`src/rtl/pdm_pkg.sv`:
```
// Shared playback constants and the playback state encoding.
// Word layout: SAMPLES_PER_WORD samples of SAMPLE_W bits, first-played sample in the MSBs.
package pdm_pkg;
    localparam int SAMPLE_W         = 8;
    localparam int SAMPLES_PER_WORD = 4;
    localparam int CHUNKS           = 2830;
    localparam int SAMPLE_FREQ      = 10000;

    typedef enum logic [1:0] {IDLE, FETCH, WAIT, PLAY} pb_state_t;
endpackage

```
`src/rtl/sigma_delta_mod.sv`:
```
// sigma_delta_mod: first-order sigma-delta modulator, one step per tick.
// Latency: bit_out updates on the tick edge. Backpressure: none, tick-driven.
// clr zeroes the accumulator and the registered carry output.
module sigma_delta_mod #(
    parameter int SAMPLE_W = 8
) (
    input  logic                clk,
    input  logic                rst,
    input  logic                clr,
    input  logic                tick,
    input  logic [SAMPLE_W-1:0] sample,
    output logic                bit_out
);
    logic [SAMPLE_W-1:0] acc;
    logic [SAMPLE_W:0]   sum;

    assign sum = {1'b0, acc} + {1'b0, sample};

    always_ff @(posedge clk) begin
        if (rst || clr) begin
            acc     <= '0;
            bit_out <= 1'b0;
        end else if (tick) begin
            acc     <= sum[SAMPLE_W-1:0];
            bit_out <= sum[SAMPLE_W];
        end
    end
endmodule

```
`src/rtl/pdm_playback.sv`:
```
// pdm_playback: plays packed RAM words (4 samples each) out as a 1-bit PDM stream.
// Latency: start at T -> ram_rd at T+1, PLAY/pdm_sd at T+3, first PDM bit at T+4.
// Backpressure: none; RAM returns data one cycle after ram_rd. PDM_PB_LOOP_EN adds looped playback.
module pdm_playback #(
    parameter int SAMPLE_W        = pdm_pkg::SAMPLE_W,
    parameter int CLKS_PER_BIT    = 2,
    parameter int BITS_PER_SAMPLE = 240,
    parameter int DEPTH           = pdm_pkg::CHUNKS
) (
    input  logic                  clk,
    input  logic                  rst,
    input  logic                  start,
    input  logic                  stop,
`ifdef PDM_PB_LOOP_EN
    input  logic                  loop,
`endif
    input  logic [11:0]           num_words,
    input  logic [4*SAMPLE_W-1:0] ram_rd_data,
    output logic                  ram_rd,
    output logic [11:0]           ram_addr,
    output logic                  pdm_out,
    output logic                  pdm_sd,
    output logic                  busy,
    output logic                  done
);
    import pdm_pkg::*;

    localparam int DIV_W = (CLKS_PER_BIT > 1) ? $clog2(CLKS_PER_BIT) : 1;
    localparam int BIT_W = (BITS_PER_SAMPLE > 1) ? $clog2(BITS_PER_SAMPLE) : 1;
    localparam logic [DIV_W-1:0] DIV_LAST = DIV_W'(CLKS_PER_BIT - 1);
    localparam logic [BIT_W-1:0] BIT_LAST = BIT_W'(BITS_PER_SAMPLE - 1);
    localparam logic [11:0]      DEPTH_W  = 12'(DEPTH);

    pb_state_t state, state_nxt;

    logic [DIV_W-1:0]                     div_cnt;
    logic [BIT_W-1:0]                     bit_cnt;
    logic [1:0]                           samp_idx;
    logic [11:0]                          word_idx;
    logic [11:0]                          len;
    logic [SAMPLES_PER_WORD*SAMPLE_W-1:0] cur_word;
    logic [SAMPLES_PER_WORD*SAMPLE_W-1:0] nxt_word;
    logic                                 pf_pend;
    logic [SAMPLE_W-1:0]                  sample;
    logic start_ok, tick, period_end, sample_end, word_end;
    logic last_word, pass_end, prefetch, sdm_bit;

`ifdef PDM_PB_LOOP_EN
    logic loop_q;
    always_ff @(posedge clk) begin
        if (rst)
            loop_q <= 1'b0;
        else if (start_ok)
            loop_q <= loop;
    end
`else
    logic loop_q;
    assign loop_q = 1'b0;
`endif

    assign start_ok   = (state == IDLE) && start && !stop;
    assign tick       = (state == PLAY) && (div_cnt == '0);
    assign period_end = (state == PLAY) && (div_cnt == DIV_LAST);
    assign sample_end = period_end && (bit_cnt == BIT_LAST);
    assign word_end   = sample_end && (samp_idx == 2'd3);
    assign last_word  = (word_idx == len - 12'd1);
    assign pass_end   = word_end && last_word;
    // Registered read strobe: raise it on the last edge of sample 2 so it is seen in sample 3's first cycle.
    assign prefetch   = sample_end && (samp_idx == 2'd2) && (!last_word || loop_q);

    always_comb begin
        case (samp_idx)
            2'd0:    sample = cur_word[3*SAMPLE_W +: SAMPLE_W];
            2'd1:    sample = cur_word[2*SAMPLE_W +: SAMPLE_W];
            2'd2:    sample = cur_word[1*SAMPLE_W +: SAMPLE_W];
            default: sample = cur_word[0 +: SAMPLE_W];
        endcase
    end

    always_ff @(posedge clk) begin
        if (rst)
            state <= IDLE;
        else
            state <= state_nxt;
    end

    always_comb begin
        state_nxt = state;
        case (state)
            IDLE:    if (start_ok && (num_words != 12'd0)) state_nxt = FETCH;
            FETCH:   state_nxt = WAIT;
            WAIT:    state_nxt = PLAY;
            PLAY:    if (pass_end && !loop_q) state_nxt = IDLE;
            default: state_nxt = IDLE;
        endcase
        if (stop)
            state_nxt = IDLE;
    end

    always_ff @(posedge clk) begin
        if (rst) begin
            div_cnt  <= '0;
            bit_cnt  <= '0;
            samp_idx <= '0;
            word_idx <= '0;
            len      <= '0;
            cur_word <= '0;
            nxt_word <= '0;
            pf_pend  <= 1'b0;
            ram_rd   <= 1'b0;
            ram_addr <= '0;
            done     <= 1'b0;
        end else begin
            done    <= 1'b0;
            ram_rd  <= 1'b0;
            pf_pend <= ram_rd && (state == PLAY);
            if (pf_pend)
                nxt_word <= ram_rd_data;
            if (start_ok) begin
                if (num_words == 12'd0) begin
                    done <= 1'b1;
                end else begin
                    len      <= (num_words > DEPTH_W) ? DEPTH_W : num_words;
                    word_idx <= '0;
                    samp_idx <= '0;
                    bit_cnt  <= '0;
                    div_cnt  <= '0;
                    ram_rd   <= 1'b1;
                    ram_addr <= '0;
                end
            end else if (!stop) begin
                if (state == WAIT)
                    cur_word <= ram_rd_data;
                if (state == PLAY) begin
                    div_cnt <= period_end ? '0 : div_cnt + DIV_W'(1);
                    if (sample_end) begin
                        bit_cnt  <= '0;
                        samp_idx <= samp_idx + 2'd1;
                    end else if (period_end) begin
                        bit_cnt <= bit_cnt + BIT_W'(1);
                    end
                    if (word_end) begin
                        cur_word <= nxt_word;
                        word_idx <= last_word ? 12'd0 : word_idx + 12'd1;
                        done     <= last_word;
                    end
                    if (prefetch) begin
                        ram_rd   <= 1'b1;
                        ram_addr <= last_word ? 12'd0 : word_idx + 12'd1;
                    end
                end
            end
        end
    end

    sigma_delta_mod #(.SAMPLE_W(SAMPLE_W)) u_sdm (
        .clk     (clk),
        .rst     (rst),
        .clr     (start_ok),
        .tick    (tick),
        .sample  (sample),
        .bit_out (sdm_bit)
    );

    assign pdm_out = sdm_bit && (state == PLAY);
    assign pdm_sd  = (state == PLAY);
    assign busy    = (state != IDLE);
endmodule

```
`config.mk`:
```
export PLATFORM = sky130hd
export DESIGN_NAME = pdm_playback
export DESIGN_NICKNAME = d
export VERILOG_FILES = /design/src/rtl/pdm_pkg.sv /design/src/rtl/sigma_delta_mod.sv /design/src/rtl/pdm_playback.sv
export SDC_FILE = /design/constraint.sdc
export NUM_CORES = 1
export LEC_CHECK = 0
export CORE_MARGIN = 2
export CORE_UTILIZATION = 40
export DETAILED_ROUTE_END_ITERATION = 10
export SLEW_MARGIN = 25
export SYNTH_ARGS = -nofsm -noshare
export SYNTH_HDL_FRONTEND = slang
export SYNTH_SLANG_ARGS = --single-unit
```
`constraint.sdc`:
```
create_clock -name clk -period 3.14 [get_ports clk]
set_input_delay 0.314 -clock clk [delete_from_list [all_inputs] [get_ports clk]]
set_output_delay 0.314 -clock clk [all_outputs]
set_load 0.01 [all_outputs]
```
======== Word level (Yosys, flattened, before mapping) ========
Cells that the tools add are included.
storage, ports and cells
  word-level logic and storage cells ...... 115
  output and inout port bits .............. 17
  input bits .............................. 48
  flip-flop bits (word level) ............. 125
operators by class
  bitwise gates (word level) .............. 4
  equal/unequal tests ..................... 12
  multiplexer cells ....................... 44
  add/sub/neg operators ................... 6
  reductions and logical operators ........ 34
  $lt $le $gt $ge ......................... 1
operator list
  operator                 count
  $mux W12                 11
  $mux W32                 3
  $mux W8                  6
  $pmux W8 S3              1
  $reduce_and A4 Y1        4
  $mux W1                  15
  $mux W2                  7
  $add A12 B1 Y12 const B  1
  $eq A12 B12 Y1           1
  $gt A12 B12 Y1 const B   1
  $logic_and A1 B1 Y1      12
  $logic_not A12 Y1        1
  $reduce_bool A12 Y1      1
  $sub A12 B1 Y12 const B  1
  $reduce_bool A2 Y1       5
  $add A8 B8 Y9            1
  $add A8 B1 Y8 const B    1
  $eq A2 B2 Y1 const B     4
  $eq A8 B8 Y1 const B     1
  $pmux W2 S4              1
  $ne A2 B1 Y1 const B     3
  $reduce_and A2 Y1        3
  $eq A2 B1 Y1 const B     2
  $logic_not A2 Y1         2
  9 further kinds          13

======== Longest topological paths before layout ========
Gate-level depths: netlist (run 1).
  depth after elaboration ................. 9
  mapped depth ............................ 15
  gate-level depth less buffers ........... 14

======== By module ========
A second synthesis (run 1) with hierarchy kept.
second synthesis, totals
  cells, all modules ...................... 785
  area, all modules ....................... 6,476.2 µm²
by module, submodules not included
  module           sequential area each (µm²)  area each (µm²)  cells an instance  times used
  pdm_playback     2,322.2                     5,811.8          708                1
  sigma_delta_mod  180.2                       664.4            77                 1

======== Worst setup path before layout (run 1) ========
OpenSTA, ideal clock, no wires.
  kind .................................... flip-flop to flip-flop
  start ................................... register samp_idx[0]
  end ..................................... register u_sdm.acc[6]
  data arrival time ....................... 2.734 ns
  stages on the path, launching flop included .. 14
  path slack .............................. 0.336 ns
  clock period less this slack ............ 2.804 ns
  required time ........................... 3.070 ns
  setup time .............................. 0.070 ns
  path through ............................ dfxtp_1 > ha_1 > clkbuf_1 > mux2i_1 > ha_1 > inv_1 > fa_1 > nor2b_1 > o21ai_0 > a21oi_1 > o21ai_0 > nor3b_1 > or3_1 > a21oi_1
between the ends
  word-level cells in the longest chain between the ends .. 3
RTL lines
  item                                  RTL line               source
  start: declaration                    pdm_playback.sv:38     logic [1:0] samp_idx;
  start signal: assignment              pdm_playback.sv:138    samp_idx <= samp_idx + 2'd1;
  $eq A2 B2 Y1 (tied with other cells)  pdm_playback.sv:72     case (samp_idx)
  $pmux W8 S3 *                         pdm_playback.sv:72
  $add A8 B8 Y9 *                       sigma_delta_mod.sv:17  assign sum = {1'b0, acc} + {1'b0, sample};
  end signal: assignment                sigma_delta_mod.sv:24  acc <= sum[SAMPLE_W-1:0];
  end: declaration                      sigma_delta_mod.sv:14  logic [SAMPLE_W-1:0] acc;
Every way passes the cells marked *; elsewhere a longest branch is shown, timed or not.
A chain may end at the register's enable or synchronous reset.

======== Final worst setup path (run 1) ========
  start ................................... register len[0]
  end ..................................... register word_idx[9]
between the ends
  word-level cells in the longest chain between the ends .. 7
RTL lines
  item                      RTL line             source
  start: declaration        pdm_playback.sv:40   logic [11:0] len;
  start signal: assignment  pdm_playback.sv:123  len <= (num_words > DEPTH_W) ? DEPTH_W : num_words;
  $sub A12 B1 Y12           pdm_playback.sv:66   assign last_word = (word_idx == len - 12'd1);
  $eq A12 B12 Y1            pdm_playback.sv:66
  $mux W12                  pdm_playback.sv:144  word_idx <= last_word ? 12'd0 : word_idx + 12'd1;
  $mux W12                  pdm_playback.sv:142  if (word_end) begin
  $mux W12                  pdm_playback.sv:134  if (state == PLAY) begin
  $mux W12                  pdm_playback.sv:131  end else if (!stop) begin
  $mux W12                  pdm_playback.sv:119  if (start_ok) begin
  end signal: assignment    pdm_playback.sv:144
  end: declaration          pdm_playback.sv:39   logic [11:0] word_idx;
No other way between the ends. The select of a mux whose other input is x is not followed.

==> flow_metrics.env, run 1 <==
export IMPL_status="finished, final reports clean"
export IMPL_grt_pass1_vias=5240
export IMPL_numClockSinks=125
export IMPL_r2r_slack_ps=160
export IMPL_first_pass_iters=5
export IMPL_drt_vias_per_instance=5.44
export IMPL_critical_path_class="reg -> reg"
export IMPL_finalSetupTns_ps=0
export IMPL_synth_area_um2=6380
export IMPL_maxCapViolCount=0
export IMPL_crit_required_ps=3450
export IMPL_grt_max_degree=97
export IMPL_finalClockSkew_ps=7.22
export IMPL_clk_latency_ps=420
export IMPL_cp_cell_sequence="inv_1 > ha_1 > xnor2_1 > a311oi_1 > nand3_1 > or4_1 > o31ai_4 > o22ai_1 > a22o_1"
export IMPL_rsz0062_at_grt="false"
export IMPL_setup_viol=0
export IMPL_cts_tree="yes"
export IMPL_p_total_mw=3.95
export IMPL_place_gp_congestion=0.889
export IMPL_slew_viol_final=0
export IMPL_fin_crit_sh_pct=95.0
export IMPL_wl_um=15800
export IMPL_worstSetupPathDepth=9
export IMPL_end_kind="flip-flop"
export IMPL_via_count=5683
export IMPL_syn2layout_area_growth_pct=22.6
export IMPL_worst_r2r_endpoint="word_idx[9]"
export IMPL_syn_area_per_cell_um2=8.29
export IMPL_min_to="ram_addr[4]"
export IMPL_crit_path_start="len[0]"
export IMPL_core_area_um2=15700
export IMPL_cp_buffers_inverters=1
export IMPL_path_max_fanout=9
export IMPL_ant_nets=0
export IMPL_start_util_pct=40.6
export IMPL_fp_row_count=46
export IMPL_utilization_pct=49.8
export IMPL_ys_warn_count=0
export IMPL_antenna_found_initial=0
export IMPL_num_nets_final=884
export IMPL_dieHeight_um=130
export IMPL_synth_top_area_share_pct=39.2
export IMPL_die_x_um=130
export IMPL_hpwlAfterDp_um=11500
export IMPL_ys_flop_type="dfxtp_1"
export IMPL_yosys_register_bits=125
export IMPL_ir_drop_uv=407
export IMPL_io_buffers=64
export IMPL_pwr_density_cell_nw_per_um2=505
export IMPL_synth_top_area_cell="dfxtp_1"
export IMPL_n_antenna_cell=0
export IMPL_hp_start="rst"
export IMPL_ys_types=61
export IMPL_clockBufferDepth=2
export IMPL_ios=65
export IMPL_worst_hold_path_num_cells=4
export IMPL_dr_first_iter_drc_count=423
export IMPL_async_reset_ff_share_pct=0
export IMPL_period_minus_slack_ps=2980
export IMPL_drc=0
export IMPL_r2r_start="len[0]"
export IMPL_worst_pin_slew_ps=1020
export IMPL_synth_edf_count=0
export IMPL_dieArea_um2=17000
export IMPL_synth_area_leaders="dfxtp_1, nor2_1, mux2i_1"
export IMPL_worstRegToRegCells=9
export IMPL_netlist_instances=770
export IMPL_pre_cts_ws_ps=50.1
export IMPL_min_path_type="in -> reg"
export IMPL_syn_nets=839
export IMPL_leakage_nw=2.71
export IMPL_relSlewSlack_pct=31.5
export IMPL_slowest_stage="or4_1"
export IMPL_drive_gt1_share_pct=9.06
export IMPL_worstSetupStartpointType="flip-flop"
export IMPL_postCtsSetupBuffers=0
export IMPL_hold_viol_final=0
export IMPL_ys_seq_area_share_pct=39.2
export IMPL_clkSlewWorstSetupHoldPaths_ps=60
export IMPL_htree_num_levels=4
export IMPL_cp_top_family="compound AO/OA/AOI/OAI gates"
export IMPL_avgRoutedWirePerCell_um=15.2
export IMPL_max_freq_ghz=0.335
export IMPL_gr_total_overflow=0
export IMPL_grt_pass1_wl_um=26200
export IMPL_arrival_ps=3300
export IMPL_grt_usage_pct=19.6
export IMPL_clockRootBuffer="clkbuf_16"
export IMPL_numCtsBuffers=17
export IMPL_cpPeakStageDelay_ps=690
export IMPL_setup_ws_ps=158
sequential cells by signal, indices dropped and copies added (netlist names):
signal	cells
nxt_word	32
word_idx	12
ram_addr	12
pf_pend	1
u_sdm.acc	8
samp_idx	2
cur_word	32
div_cnt	1
ram_rd	1
bit_cnt	8
u_sdm.bit_out	1
done	1
len	12
state	2
synthesized netlist by cell type, drive strengths merged, types with 2 or more instances:
| library cell | number |
|---|---|
| xor2 | 9 |
| or2 | 4 |
| a22oi | 6 |
| nand2b | 6 |
| a22o | 4 |
| nand2 | 49 |
| nand3b | 3 |
| a31oi | 2 |
| nor2 | 110 |
| nand3 | 27 |
| nand4 | 3 |
| a222oi | 7 |
| and3 | 5 |
| o31ai | 2 |
| and2 | 2 |
| buf | 18 |
| a211oi | 35 |
| o21ai | 64 |
| o22ai | 4 |
| inv | 28 |
| or4 | 6 |
| ha | 20 |
| o21a | 2 |
| a21oi | 32 |
| nor4 | 5 |
| a32oi | 3 |
| mux2i | 40 |
| clkbuf | 38 |
| nor2b | 8 |
| nand4b | 2 |
| dfxtp | 125 |
| a311oi | 2 |
| a21o | 5 |
| nor3 | 18 |
| xnor2 | 18 |
| or3 | 42 |
how the worst max path moves through the flow:
stage                               to  slack (ps)
after global routing       word_idx[9]          40
after CTS                 u_sdm.acc[6]          30
after floorplan           u_sdm.acc[6]         340
after global placement      bit_cnt[7]         230
final                      word_idx[9]         160
after detailed placement  u_sdm.acc[6]          50
cells by family after synthesis:
| family | count (synthesis) | share of synthesized area (%) |
|---|---|---|
| mux | 41 | 6.45 |
| flops | 125 | 39.2 |
| fa+ha+maj | 21 | 4.24 |
| xor+xnor | 27 | 3.71 |
| buf+inv | 84 | 5.49 |
| simple gates | 292 | 22.3 |
| compound gates | 180 | 18.6 |
where the power goes:
| part | switching, mW | internal (mW) |
|---|---|---|
| combinational | 0.178 | 0.144 |
| sequential | 0.0182 | 1.60 |
| clock | 0.734 | 1.27 |
cell usage in the layout, fill, tap and decap left out, types with 4 or more instances in the layout:
cell type        synthesis  routed
nand2b_1                 6       6
dfxtp_1                125     122
mux2i_1                 40      40
a211oi_1                35      35
or3_1                   40      40
buf_4                    2      17
or2_2                    4       4
clkinv_4                 0       4
inv_1                   28      28
clkdlybuf4s50_1          0      63
nand2_1                 49      49
o22ai_1                  4       4
or4_1                    4       4
ha_1                    20      17
a21oi_1                 31      29
o21ai_0                 64      62
xor2_1                   9       9
a222oi_1                 7       7
a22oi_1                  6       6
nor3_1                  18      18
xnor2_1                 18      18
a21o_1                   5       5
nor2b_1                  8       8
nor2_1                 109     109
and3_1                   5       5
clkbuf_16                0      17
a22o_1                   4       4
nand3_1                 27      27
cell type report:
cell class	count	area [um2]
clock buffers	19	443
fillers	1467	7890
well taps	216	270
multi-input cells	561	3550
repair buffers	82	783
inverters	28	105
clock inverters	13	165
flip-flops and latches	125	2510
per-stage QoR:
stage / hold slack (ps) / cells / area, um2
global route: 474 / 1044 / 7820
finish: 438 / 1044 / 7820
floorplan: 434 / 770 / 6380
CTS: 417 / 1043 / 7790
detailed placement: 452 / 1011 / 7180
global placement: 444 / 1011 / 7180
layer usage:
metal	GRT usage, %	share of wire [%]	vias to the layer above
met5	0	0	-
met4	7.91	2.5	0
met3	4.76	5.0	30
met2	30.8	46	158
met1	25.8	47	2676
li1	-	-	2819
tightest hold or removal path: stages:
cell	delay, ps
buf_2	90
nor2_1	210
nand2_1	130
o21ai_0	60
timing repair:
action,CTS,global route
gates resized for setup,0,8
hold buffers,0,0
endpoints found under the setup margin,0,4
Power figures use the tool's default switching activity.
==> inputs of run 2 (changes only) <==
--- a/config.mk
+++ b/config.mk
@@ -6,8 +6,9 @@
 export NUM_CORES = 1
 export LEC_CHECK = 0
 export CORE_MARGIN = 2
-export CORE_UTILIZATION = 40
+export CORE_UTILIZATION = 57
 export DETAILED_ROUTE_END_ITERATION = 10
+export PLACE_DENSITY = 0.8
 export SLEW_MARGIN = 25
 export SYNTH_ARGS = -nofsm -noshare
 export SYNTH_HDL_FRONTEND = slang
==> run 2 against run 1 <==
  * Critical path depth grew 1
  * Count of clock-buffer cells in the layout shrank 2
  * Worst setup slack gained 20 ps
  * Combinational power is essentially flat
  * Core utilization grew 20 points
  * Critical path type unchanged
  * Final cell count shrank 7.5%
  * Clock skew grew 0.81 ps
==> flow_metrics.env, run 2 (same netlist as run 1, synthesis figures left out) <==
export IMPL_status="finished, final reports clean"
export IMPL_max_freq_ghz=0.338
export IMPL_largestRegisters="cur_word: 32 flops, nxt_word: 32 flops"
export IMPL_drc=0
export IMPL_clkSlewWorstSetupHoldPaths_ps=60
export IMPL_worstSetupStartpointType="flip-flop"
export IMPL_p_total_mw=3.80
export IMPL_clockRootBuffer="clkbuf_8"
export IMPL_pwr_share_clk_pct=48.9
export IMPL_end_kind="flip-flop"
export IMPL_p_comb_share_pct=8.4
export IMPL_setup_viol=0
export IMPL_wl_um=15800
export IMPL_gr_total_overflow=0
export IMPL_drt_vias_per_instance=5.99
export IMPL_leakage_nw=2.67
export IMPL_clk_latency_ps=530
export IMPL_seqCellArea_um2=2510
export IMPL_drive_gt1_share_pct=8.84
export IMPL_dieArea_um2=12100
export IMPL_pwr_density_cell_nw_per_um2=496
export IMPL_hp_start="rst"
export IMPL_switching_share_pct=24.5
export IMPL_ir_drop_uv=618
export IMPL_cts_tree="yes"
export IMPL_min_path_type="in -> reg"
export IMPL_slew_viol_final=0
export IMPL_numClockSinks=125
export IMPL_maxCapViolCount=0
export IMPL_grt_pass1_vias=5564
export IMPL_syn2layout_area_growth_pct=19.9
export IMPL_ios=65
export IMPL_place_gp_congestion=0.880
export IMPL_die_x_um=110
export IMPL_hpwlAfterDp_um=11200
export IMPL_switching_power_mw=0.931
export IMPL_grt_usage_pct=27.4
export IMPL_start_util_pct=58.6
export IMPL_power_internal_mw=2.87
export IMPL_seqPwrFrac_pct=42.6
export IMPL_avgRoutedWirePerCell_um=16.4
export IMPL_arrival_ps=3390
export IMPL_antenna_found_initial=0
export IMPL_relSlewSlack_pct=31.1
export IMPL_hold_buffers=0
export IMPL_dr_first_iter_drc_count=415
export IMPL_rsz0062_at_grt="false"
export IMPL_dieHeight_um=110
export IMPL_finalSetupTns_ps=0
export IMPL_ant_nets=0
export IMPL_num_nets_final=882
export IMPL_numCtsBuffers=17
export IMPL_io_buffers=64
export IMPL_first_pass_iters=5
export IMPL_n_antenna_cell=0
export IMPL_fin_crit_sh_pct=94.3
export IMPL_critical_path_class="reg -> reg"
export IMPL_hold_viol_final=0
export IMPL_r2r_start="len[0]"
export IMPL_most_common_layout_cells="dfxtp_1, nor2_1, clkdlybuf4s50_1, o21ai_0, nand2_1"
export IMPL_finalClockSkew_ps=8.02
export IMPL_crit_required_ps=3560
export IMPL_dp_cells=932
export IMPL_htree_num_levels=4
export IMPL_grt_pass1_wl_um=26100
export IMPL_grt_max_degree=81
export IMPL_r2r_slack_ps=180
export IMPL_core_area_um2=10900
export IMPL_final_common_cell="dfxtp_1"
export IMPL_utilization_pct=70.3
export IMPL_via_count=5783
export IMPL_fillers=861
export IMPL_clockBufferDepth=2
export IMPL_crit_path_start="len[0]"
export IMPL_multi_input_area_um2=3540
export IMPL_period_minus_slack_ps=2960
export IMPL_instances_no_fill=966
export IMPL_fp_row_count=38
export IMPL_worst_pin_slew_ps=1030
export IMPL_path_max_fanout=6
## run 2: cell count changes in the layout (fill, tap and decap cells not counted), sizes merged
| cell | change |
|---|---|
| buf | -2 |
| bufinv | -1 |
| clkbuf | -2 |
| clkinvlp | +4 |
| inv | -1 |
## run 2: final timing paths
| check | endpoint | depth (start not counted) |
|---|---|---|
| hold reg to reg | u_sdm.acc[7] | 2 |
| setup reg to reg | word_idx[6] | 10 |
| hold / removal | len[4] | 2 |
| setup / recovery | word_idx[6] | 10 |
## run 2: per-layer routing
layer  vias up  part of all wire [%]  track usage [%]
li1       2817                     -                -
met1      2770                    45             35.6
met2       181                    49             45.0
met3        15                   5.0             5.63
met4         0                  0.90             9.76
met5         -                     0                0
## run 2: worst max-delay path, cell delays in order (launching register included)
cell,delay (ps)
dfxtp_1,430
inv_1,70
ha_1,300
xnor2_1,130
a311oi_1,280
nand3_1,110
or4_1,690
o31ai_4,340
buf_4,190
nor2_2,60
a22o_1,260
## run 2: power by group through the flow
stage               registers, mW  logic [mW]  clock network (mW)
finish                       1.62       0.320                1.86
detailed placement           1.65       0.311                   0
global route                 1.62       0.348                1.94
floorplan                    1.65       0.197                   0
CTS                          1.62       0.313                1.87
global placement             1.65       0.302                   0
## run 2: timing repair
item                                    CTS  global route
buffers inserted                          0             2
endpoints found under the setup margin    0             5
endpoints found under the hold margin     0             0
gates resized for setup                   0             6
## run 2: per-stage QoR
stage / setup slack, ps / hold slack [ps] / cell area [um2]
after floorplan: 336 / 434 / 6380
after global placement: 174 / 444 / 7060
after detailed placement: 143 / 451 / 7060
after CTS: 135 / 155 / 7620
after global routing: 3.50 / 176 / 7650
final: 178 / 179 / 7650
## run 2: final cells by class
type	instances	area share [%]
multi-input combinational	561	46.3
sequential	125	32.8
timing repair buffer	80	9.88
clock buffer	17	5.41
tap	140	2.29
clock inverter	15	1.95
inverter	28	1.37
==> inputs of run 3 (changes only) <==
--- a/config.mk
+++ b/config.mk
@@ -8,7 +8,7 @@
 export CORE_MARGIN = 2
 export CORE_UTILIZATION = 57
 export DETAILED_ROUTE_END_ITERATION = 10
-export PLACE_DENSITY = 0.8
+export PLACE_DENSITY = 0.91
 export SLEW_MARGIN = 25
 export SYNTH_ARGS = -nofsm -noshare
 export SYNTH_HDL_FRONTEND = slang
==> run 3 against run 2 <==
  * Worst setup slack worse by 9.7 ps
  * Critical path type unchanged
  * Critical path depth down 1
  * Critical endpoint is now word_idx[9]
  * Final cell count up 0.21%
  * Combinational power up 3%
  * Count of clock-buffer cells in the layout up 3
==> flow_metrics.env, run 3 (same netlist as run 1, synthesis figures left out) <==
export IMPL_drt_vias_per_instance=6.04
export IMPL_clockRootBuffer="clkbuf_8"
export IMPL_worstSetupStartpointType="flip-flop"
export IMPL_dieArea_um2=12100
export IMPL_fin_crit_sh_pct=94.6
export IMPL_hold_worst_slack_ps=285
export IMPL_worst_pin_slew_ps=1030
export IMPL_dieHeight_um=110
export IMPL_power_internal_mw=3.02
export IMPL_arrival_ps=3380
export IMPL_core_area_um2=10900
export IMPL_first_pass_iters=6
export IMPL_end_kind="flip-flop"
export IMPL_ant_nets=0
export IMPL_n_antenna_cell=0
export IMPL_instances_no_fill=968
export IMPL_via_count=5843
export IMPL_hold_buffers=0
export IMPL_finalSetupTns_ps=0
export IMPL_design_area_um2=7730
export IMPL_most_common_layout_cells="dfxtp_1, nor2_1, clkdlybuf4s50_1, o21ai_0, nand2_1"
export IMPL_drc=0
export IMPL_switching_share_pct=23.4
export IMPL_status="finished, final reports clean"
export IMPL_maxCapViolCount=0
export IMPL_cts_tree="yes"
export IMPL_dr_first_iter_drc_count=474
export IMPL_switching_power_mw=0.924
export IMPL_p_comb_share_pct=8.4
export IMPL_numCtsBuffers=17
export IMPL_final_common_cell="dfxtp_1"
export IMPL_syn2layout_area_growth_pct=21.2
export IMPL_hpwlAfterDp_um=10600
export IMPL_seqPwrFrac_pct=41.0
export IMPL_setup_viol=0
export IMPL_fillers=737
export IMPL_start_util_pct=58.6
export IMPL_dp_cells=936
export IMPL_drive_gt1_share_pct=9.06
export IMPL_grt_max_degree=67
export IMPL_pre_cts_ws_ps=42.0
export IMPL_finalClockSkew_ps=9.64
export IMPL_ios=65
export IMPL_postCtsSetupBuffers=0
export IMPL_gr_total_overflow=0
export IMPL_min_path_type="in -> reg"
export IMPL_max_freq_ghz=0.337
export IMPL_place_gp_congestion=0.920
export IMPL_rsz0062_at_grt="false"
export IMPL_relSlewSlack_pct=31.6
export IMPL_critical_path_class="reg -> reg"
export IMPL_grt_pass1_wl_um=26100
export IMPL_place_area_um2=7100
export IMPL_path_max_fanout=9
export IMPL_wl_um=15900
export IMPL_crit_required_ps=3550
export IMPL_slew_viol_final=0
export IMPL_die_x_um=110
export IMPL_antenna_found_initial=0
export IMPL_p_total_mw=3.95
export IMPL_pwr_density_cell_nw_per_um2=511
export IMPL_pwr_share_clk_pct=50.6
export IMPL_setup_ws_ps=168
export IMPL_numClockSinks=125
export IMPL_fp_row_count=38
export IMPL_clk_latency_ps=520
export IMPL_io_buffers=64
export IMPL_htree_num_levels=4
export IMPL_clockBufferDepth=2
export IMPL_num_nets_final=884
export IMPL_hold_viol_final=0
export IMPL_clkSlewWorstSetupHoldPaths_ps=60
export IMPL_utilization_pct=71.0
export IMPL_avgRoutedWirePerCell_um=16.4
export IMPL_leakage_nw=2.70
export IMPL_postCtsResizedCells=0
export IMPL_grt_usage_pct=27.3
export IMPL_ir_drop_uv=549
export IMPL_largestRegisters="cur_word: 32 flops, nxt_word: 32 flops"
export IMPL_period_minus_slack_ps=2970
export IMPL_grt_pass1_vias=5600
-- run 3: worst paths after layout --
check / start / end / slack (ps) / cells after the start
worst min-delay path: rst / div_cnt / 290 / 2
worst max-delay path: len[0] / word_idx[9] / 170 / 9
worst min register to register: u_sdm.acc[7] / u_sdm.acc[7] / 460 / 2
worst max register to register: len[0] / word_idx[9] / 170 / 9
-- run 3: power by group through the flow --
stage	logic [mW]	registers [mW]	clock network [mW]
3_3_place_gp	0.313	1.65	0
3_5_place_dp	0.319	1.65	0
4_1_cts	0.324	1.62	2.02
5_1_grt	0.356	1.62	2.09
2_1_floorplan	0.197	1.65	0
6_report	0.331	1.62	2.00
-- run 3: layer usage --
layer | vias up | track usage, % | wire (um)
li1 | 2818 | - | -
met1 | 2754 | 34.6 | 6720
met2 | 247 | 45.2 | 7800
met3 | 24 | 7.23 | 1100
met4 | 0 | 8.86 | 244
met5 | - | 0 | 0
-- run 3: cell type report --
| cell class | instances | area [um2] | area share (%) |
|---|---|---|---|
| clock buffer | 20 | 455 | 5.89 |
| sequential | 125 | 2510 | 32.4 |
| tap | 140 | 175 | 2.27 |
| timing repair buffer | 82 | 783 | 10.1 |
| multi-input combinational | 561 | 3540 | 45.9 |
| clock inverter | 12 | 160 | 2.07 |
| inverter | 28 | 105 | 1.36 |
-- run 3: critical path: stages, from the launching register on --
cell and delay, ps:
dfxtp_1 430, inv_1 80, ha_1 310, xnor2_1 130
a311oi_1 290, nand3_1 140, or4_1 680, o31ai_4 420
o22ai_1 150, a22o_1 240
